--- config.mk ---
export PLATFORM = sky130hd
export DESIGN_NAME = mips_multicycle_controller
export DESIGN_NICKNAME = d
export VERILOG_FILES = /design/src/rtl/mips_mc_pkg.sv /design/src/rtl/mips_mc_alu_decoder.sv /design/src/rtl/mips_multicycle_controller.sv
export SDC_FILE = /design/constraint.sdc
export NUM_CORES = 1
export LEC_CHECK = 0
export CORE_MARGIN = 5
export CORE_UTILIZATION = 39
export DETAILED_ROUTE_END_ITERATION = 8
export GPL_TIMING_DRIVEN = 0
export PLACE_DENSITY_LB_ADDON = 0.25
export REMOVE_ABC_BUFFERS = 1
export SETUP_SLACK_MARGIN = 0.4
export SYNTH_ARGS = -nofsm -noshare
export SYNTH_HDL_FRONTEND = slang
export SYNTH_SLANG_ARGS = --single-unit
--- constraint.sdc ---
create_clock -name clk -period 2 [get_ports clk]
set_input_delay 0.3 -clock clk [delete_from_list [all_inputs] [get_ports clk]]
set_output_delay 0.3 -clock clk [all_outputs]
set_load 0.01 [all_outputs]
--- src/rtl/mips_mc_pkg.sv ---
// Shared types and encodings for the multicycle MIPS control path:
// FSM states, opcode/funct values, ALU codes and datapath select constants.
package mips_mc_pkg;

    typedef enum logic [3:0] {
        S_FETCH   = 4'd0,
        S_DECODE  = 4'd1,
        S_MEMADR  = 4'd2,
        S_MEMRD   = 4'd3,
        S_MEMWB   = 4'd4,
        S_MEMWR   = 4'd5,
        S_RTYPEEX = 4'd6,
        S_RTYPEWB = 4'd7,
        S_BEQEX   = 4'd8,
        S_ADDIEX  = 4'd9,
        S_IMMWB   = 4'd10,
        S_JEX     = 4'd11,
        S_BNEEX   = 4'd12,
        S_LIMMEX  = 4'd13
    } state_t;

    localparam logic [5:0] OP_RTYPE = 6'b000000;
    localparam logic [5:0] OP_J     = 6'b000010;
    localparam logic [5:0] OP_BEQ   = 6'b000100;
    localparam logic [5:0] OP_BNE   = 6'b000101;
    localparam logic [5:0] OP_ADDI  = 6'b001000;
    localparam logic [5:0] OP_ANDI  = 6'b001100;
    localparam logic [5:0] OP_ORI   = 6'b001101;
    localparam logic [5:0] OP_LW    = 6'b100011;
    localparam logic [5:0] OP_SW    = 6'b101011;

    localparam logic [5:0] F_ADD = 6'b100000;
    localparam logic [5:0] F_SUB = 6'b100010;
    localparam logic [5:0] F_AND = 6'b100100;
    localparam logic [5:0] F_OR  = 6'b100101;
    localparam logic [5:0] F_SLT = 6'b101010;

    localparam logic [2:0] ALU_ADD = 3'b010;
    localparam logic [2:0] ALU_SUB = 3'b110;
    localparam logic [2:0] ALU_AND = 3'b000;
    localparam logic [2:0] ALU_OR  = 3'b001;
    localparam logic [2:0] ALU_SLT = 3'b111;

    localparam logic [1:0] AOP_ADD   = 2'b00;
    localparam logic [1:0] AOP_SUB   = 2'b01;
    localparam logic [1:0] AOP_FUNCT = 2'b10;
    localparam logic [1:0] AOP_LIMM  = 2'b11;

    localparam logic [1:0] SRCB_REG   = 2'b00;
    localparam logic [1:0] SRCB_FOUR  = 2'b01;
    localparam logic [1:0] SRCB_IMM   = 2'b10;
    localparam logic [1:0] SRCB_IMMSH = 2'b11;

    localparam logic [1:0] PC_ALU    = 2'b00;
    localparam logic [1:0] PC_ALUOUT = 2'b01;
    localparam logic [1:0] PC_JUMP   = 2'b10;

endpackage

--- src/rtl/mips_mc_alu_decoder.sv ---
// Combinational ALU control decode: fixed add/sub, R-type funct lookup,
// or and/or selection for the zero-extended logic immediates.
module mips_mc_alu_decoder
    import mips_mc_pkg::*;
(
    input  logic [1:0] alu_op_i,
    input  logic [5:0] funct_i,
    input  logic [5:0] op_i,
    output logic [2:0] alu_control_o,
    output logic       funct_illegal_o
);

    always_comb begin
        alu_control_o   = ALU_ADD;
        funct_illegal_o = 1'b0;
        case (alu_op_i)
            AOP_SUB: alu_control_o = ALU_SUB;
            AOP_FUNCT: begin
                case (funct_i)
                    F_ADD:   alu_control_o = ALU_ADD;
                    F_SUB:   alu_control_o = ALU_SUB;
                    F_AND:   alu_control_o = ALU_AND;
                    F_OR:    alu_control_o = ALU_OR;
                    F_SLT:   alu_control_o = ALU_SLT;
                    default: funct_illegal_o = 1'b1;  // ALU falls back to add
                endcase
            end
            AOP_LIMM: alu_control_o = (op_i == OP_ORI) ? ALU_OR : ALU_AND;
            default: alu_control_o = ALU_ADD;
        endcase
    end

endmodule

--- src/rtl/mips_multicycle_controller.sv ---
// Multicycle MIPS control FSM: sequences fetch/decode/execute/memory/writeback
// over a shared memory with a ready handshake and drives the datapath selects.
module mips_multicycle_controller
    import mips_mc_pkg::*;
#(
    parameter int ALU_CTRL_W       = 3,
    parameter bit ENABLE_BNE       = 1'b1,
    parameter bit ENABLE_LOGIC_IMM = 1'b1,
    parameter bit MEM_WAIT         = 1'b1
) (
    input  logic                  clk,
    input  logic                  reset,
    input  logic [5:0]            op_i,
    input  logic [5:0]            funct_i,
    input  logic                  zero_i,
    input  logic                  mem_ready_i,
    output logic                  iord_o,
    output logic                  mem_read_o,
    output logic                  mem_write_o,
    output logic                  ir_write_o,
    output logic                  reg_dst_o,
    output logic                  mem_to_reg_o,
    output logic                  reg_write_o,
    output logic                  alu_src_a_o,
    output logic [1:0]            alu_src_b_o,
    output logic                  imm_ext_o,
    output logic [ALU_CTRL_W-1:0] alu_control_o,
    output logic [1:0]            pc_src_o,
    output logic                  pc_en_o,
    output logic                  illegal_o,
    output logic [3:0]            state_o
);

    state_t     state_q, state_d;
    logic       rdy;
    logic       mem_read, mem_write, ir_write, reg_write;
    logic       pc_write, branch_eq, branch_ne;
    logic       op_illegal, chk_funct, funct_illegal, alu_use;
    logic [1:0] alu_op;
    logic [2:0] alu_ctrl;

    assign rdy = MEM_WAIT ? mem_ready_i : 1'b1;

    always_ff @(posedge clk) begin
        if (reset) state_q <= S_FETCH;
        else       state_q <= state_d;
    end

    mips_mc_alu_decoder u_alu_dec (
        .alu_op_i        (alu_op),
        .funct_i         (funct_i),
        .op_i            (op_i),
        .alu_control_o   (alu_ctrl),
        .funct_illegal_o (funct_illegal)
    );

    always_comb begin
        state_d      = state_q;
        iord_o       = 1'b0;
        mem_read     = 1'b0;
        mem_write    = 1'b0;
        ir_write     = 1'b0;
        reg_dst_o    = 1'b0;
        mem_to_reg_o = 1'b0;
        reg_write    = 1'b0;
        alu_src_a_o  = 1'b0;
        alu_src_b_o  = SRCB_REG;
        imm_ext_o    = 1'b0;
        pc_src_o     = PC_ALU;
        pc_write     = 1'b0;
        branch_eq    = 1'b0;
        branch_ne    = 1'b0;
        op_illegal   = 1'b0;
        chk_funct    = 1'b0;
        alu_use      = 1'b0;
        alu_op       = AOP_ADD;
        case (state_q)
            S_FETCH: begin
                mem_read    = 1'b1;
                alu_src_b_o = SRCB_FOUR;
                alu_use     = 1'b1;
                ir_write    = rdy;
                pc_write    = rdy;
                if (rdy) state_d = S_DECODE;
            end
            S_DECODE: begin
                alu_src_b_o = SRCB_IMMSH;
                alu_use     = 1'b1;
                state_d     = S_FETCH;
                case (op_i)
                    OP_LW, OP_SW: state_d = S_MEMADR;
                    OP_RTYPE:     state_d = S_RTYPEEX;
                    OP_BEQ:       state_d = S_BEQEX;
                    OP_ADDI:      state_d = S_ADDIEX;
                    OP_J:         state_d = S_JEX;
                    OP_BNE: begin
                        if (ENABLE_BNE) state_d = S_BNEEX;
                        else            op_illegal = 1'b1;
                    end
                    OP_ANDI, OP_ORI: begin
                        if (ENABLE_LOGIC_IMM) state_d = S_LIMMEX;
                        else                  op_illegal = 1'b1;
                    end
                    default: op_illegal = 1'b1;
                endcase
            end
            S_MEMADR: begin
                alu_src_a_o = 1'b1;
                alu_src_b_o = SRCB_IMM;
                alu_use     = 1'b1;
                state_d     = (op_i == OP_LW) ? S_MEMRD : S_MEMWR;
            end
            S_MEMRD: begin
                iord_o   = 1'b1;
                mem_read = 1'b1;
                if (rdy) state_d = S_MEMWB;
            end
            S_MEMWB: begin
                reg_write    = 1'b1;
                mem_to_reg_o = 1'b1;
                state_d      = S_FETCH;
            end
            S_MEMWR: begin
                iord_o    = 1'b1;
                mem_write = 1'b1;
                if (rdy) state_d = S_FETCH;
            end
            S_RTYPEEX: begin
                alu_src_a_o = 1'b1;
                alu_use     = 1'b1;
                alu_op      = AOP_FUNCT;
                chk_funct   = 1'b1;
                state_d     = S_RTYPEWB;
            end
            S_RTYPEWB: begin
                reg_write = 1'b1;
                reg_dst_o = 1'b1;
                state_d   = S_FETCH;
            end
            S_BEQEX, S_BNEEX: begin
                alu_src_a_o = 1'b1;
                alu_use     = 1'b1;
                alu_op      = AOP_SUB;
                pc_src_o    = PC_ALUOUT;
                branch_eq   = (state_q == S_BEQEX);
                branch_ne   = (state_q == S_BNEEX);
                state_d     = S_FETCH;
            end
            S_ADDIEX, S_LIMMEX: begin
                alu_src_a_o = 1'b1;
                alu_src_b_o = SRCB_IMM;
                alu_use     = 1'b1;
                imm_ext_o   = (state_q == S_LIMMEX);
                alu_op      = (state_q == S_LIMMEX) ? AOP_LIMM : AOP_ADD;
                state_d     = S_IMMWB;
            end
            S_IMMWB: begin
                reg_write = 1'b1;
                state_d   = S_FETCH;
            end
            S_JEX: begin
                pc_src_o = PC_JUMP;
                pc_write = 1'b1;
                state_d  = S_FETCH;
            end
            default: state_d = S_FETCH;
        endcase
    end

    // Strobes are masked combinationally so a reset aborts the cycle it lands in.
    assign mem_read_o    = mem_read  & ~reset;
    assign mem_write_o   = mem_write & ~reset;
    assign ir_write_o    = ir_write  & ~reset;
    assign reg_write_o   = reg_write & ~reset;
    assign pc_en_o       = ~reset & (pc_write | (branch_eq & zero_i) | (branch_ne & ~zero_i));
    assign illegal_o     = ~reset & (op_illegal | (chk_funct & funct_illegal));
    assign alu_control_o = alu_use ? ALU_CTRL_W'(alu_ctrl) : '0;
    assign state_o       = reset ? 4'd0 : 4'(state_q);

endmodule

==> run_results.csv <==
group,metric,value,unit
run_status,outcome,"completed",
floorplan,dieArea,0.00280,mm2
job,drv_cap,0,
power,power-per-cell-area,332,mW/mm2
synth,ys_seq_area_share,11.1,%
synth,yosys_register_bits,4,
clocking,path_clk_slew,0.04,ns
setup_path,start_kind,"primary input",
final_layout,layout-drive-gt1-share,49.1,%
clocking,cts.sinks,4,
setup_path,r2r_slack,0.43,ns
synth,synth_cell_type_count,38,
floorplan,die_x,52.9,um
floorplan,core,0.00175,mm2
detailed_routing,ant_nets,0,
synth,yosysTopAreaCellShare,11.1,%
grt,overflow,0,
synth,synth-edff-count,0,
grt,antenna_found_initial,0,
final_layout,nets,179,
final_layout,largestRegisters,"state_q (4)",
setup_path,arrival,1.44,ns
setup_path,worstReg2RegEnd,"state_q[0]",
timing,setup_ws,0.260,ns
clocking,cts_buffers,3,
setup_path,r2r.worst_path.cells,7,
clocking,root_buffer,"clkbuf_4",
timing,hold_viol,0,
final_layout,layout.area.seq,95.1,um2
timing,whs,0.647,ns
synth,ys.flop_type,"dfxtp_1",
synth,synthesis.area,718,um2
final_layout,diodes,0,
min_path,worstHoldEndpoint,"state_q[2]",
placed_design,pre_cts_slack,-0.589,ns
detailed_routing,routed-via-count,1128,
clocking,cts_max_path_buffers,2,
final_layout,layout-area-overhead-vs-synth,91.6,%
power,ir_drop,0.241,mV
final_layout,multiInputGateArea,759,um2
placed_design,portBuffers,37,
final_layout,largest_reg_flops,4,
detailed_routing,drtPass1Iterations,4,
detailed_routing,wl,3370,um
timing,max-slew-margin-rel,74.9,%
timing,fin_crit_sh,87.0,%
power,p_leak,0.625,nW
synth,ys_warn_count,0,
min_path,hp-start,"op_i[3]",
setup_path,worstPathRequired,1.70,ns
min_path,min_path_type,"primary input to flop",
floorplan,fp.dieH,52.9,um
timing,setup_viol,0,
synth,synth_top_cell_by_area,"dfxtp_1",
timing,fin_skew,0.00274,ns
timing,worst_slew_pin_slew,0.375,ns
floorplan,start_util,41.1,%
placed_design,globalplace.congestion,0.781,
clocking,worstSkewPairLatency,0.24,ns
final_layout,fill_cells,130,
grt,grt_start_max_net_pins,13,
floorplan,row_count,15,
clocking,cts_tree,"done",
setup_path,crit_path_max_fanout,6,
final_layout,largest-register,"state_q",
synth,synth_area_leaders,"dfxtp_1 (11%), nand2b_1 (7.0%), nor2_1 (6.8%)",
timing,fmax,575,MHz
grt,first_global_vias,1012,
detailed_routing,drc_errors,0,
timing,rsz0062_at_grt,"true",
detailed_routing,drt_iter0_markers,47,
synth,synthCells,109,
timing,finalCriticalPeriod,1.74,ns
detailed_routing,routedWlPerCell,18.1,um
setup_path,critPathKind,"primary input to output port",
placed_design,hpwlAfterDp,1670,um
clocking,htree_num_levels,1,
setup_path,r2r-start,"state_q[0]",
min_path,hold_depth,5,
synth,syn_area_per_cell,6.59,um2
floorplan,boundaryPins,38,
grt,grt_pass1_wl,4640,um
detailed_routing,viasPerCell,6.06,
grt,grtUsageTotal,22.0,%
synth,ys_async_sr_fraction,0,%
setup_path,endpoint_kind,"output port",
timing,slew_viol_final,0,
[logic make-up (layout without fill, tap and decap cells)]
kind of cell | count (synthesis) | count (layout) | share of synthesized area (%)
AO/OA/AOI/OAI | 31 | 31 | 32.2
XOR/XNOR | 4 | 4 | 4.88
buffers and inverters | 12 | 64 | 6.62
flip-flops | 4 | 4 | 11.2
AND/OR/NAND/NOR | 58 | 58 | 45.1
[through the flow]
stage                     std cells  power, mW  utilization (%)  cell area [um2]  TNS, ns
after floorplan                 100      0.185                -              682        0
after global placement          162      0.275             62.1             1080    -2.92
after detailed placement        162      0.280             62.1             1080    -3.17
after CTS                       180      0.414             72.3             1260        0
after global routing            186      0.486             78.9             1380        0
final                           186      0.458             78.9             1380        0
[metal layers]
| metal | part of all wire (%) | wire (um) | GRT usage [%] | vias up |
|---|---|---|---|---|
| met1 | 40 | 1360 | 26.1 | 530 |
| met5 | 0 | 0 | 0 | - |
| met2 | 50 | 1700 | 39.9 | 69 |
| met3 | 6.1 | 207 | 2.54 | 12 |
| li1 | - | - | - | 517 |
| met4 | 2.9 | 99 | 8.51 | 0 |
[cell usage after synthesis, types with 2 or more instances]
cell type  count
a21oi_1        6
a22o_1         3
a32o_1         2
a32oi_1        2
and3_1         3
buf_2          2
clkbuf_1       6
dfxtp_1        4
inv_1          3
nand2_1        6
nand2b_1       8
nand3_1        4
nor2_1        13
nor2b_1        6
nor3_1         8
nor4b_1        5
o211ai_1       2
o21a_1         2
o21ai_0        2
o31ai_1        2
xnor2_1        2
xor2_1         2
[repair_timing]
| item | in CTS | in global routing |
|---|---|---|
| hold buffers | 0 | 0 |
| buffers inserted | 15 | 6 |
| pin swaps | 7 | 9 |
| setup endpoints to repair | 26 | 20 |
| gates resized for setup | 117 | 47 |
[how the worst max path moves through the flow]
| stage | start | to | cells past startpoint |
|---|---|---|---|
| detailed placement | op_i[0] | illegal_o | 5 |
| CTS | op_i[5] | illegal_o | 5 |
| floorplan | state_q[2] | alu_control_o[0] | 4 |
| global route | op_i[0] | illegal_o | 5 |
| finish | op_i[0] | illegal_o | 5 |
| global placement | op_i[0] | illegal_o | 5 |
[report_power, final]
group          switching [mW]  internal (mW)  total [mW]
logic                   0.126          0.133       0.259
clock network          0.0355         0.0673       0.103
registers              0.0129         0.0825      0.0954
total                   0.175          0.283       0.458
[layout by cell type (no fill, tap or decap), types with 5 or more instances in the layout]
| master | netlist | layout |
|---|---|---|
| buf_6 | 0 | 6 |
| buf_4 | 0 | 16 |
| nand2_1 | 6 | 5 |
| nor2_1 | 13 | 10 |
| clkbuf_2 | 0 | 8 |
| dlygate4sd2_1 | 0 | 10 |
| nor3_1 | 8 | 6 |
| buf_2 | 2 | 11 |
[cell type report]
| type | count | area share, % |
|---|---|---|
| clock buffer | 3 | 1.64 |
| inverter | 3 | 0.818 |
| multi-input combinational | 93 | 55.2 |
| sequential | 4 | 6.91 |
| tap | 25 | 2.27 |
| timing repair buffer | 58 | 33.2 |
[critical path: stages]
cell      delay (ns)
buf_8           0.10
or4b_4          0.54
a211oi_2        0.25
o31ai_1         0.10
buf_2           0.15
(Power assumes the default switching activity.)
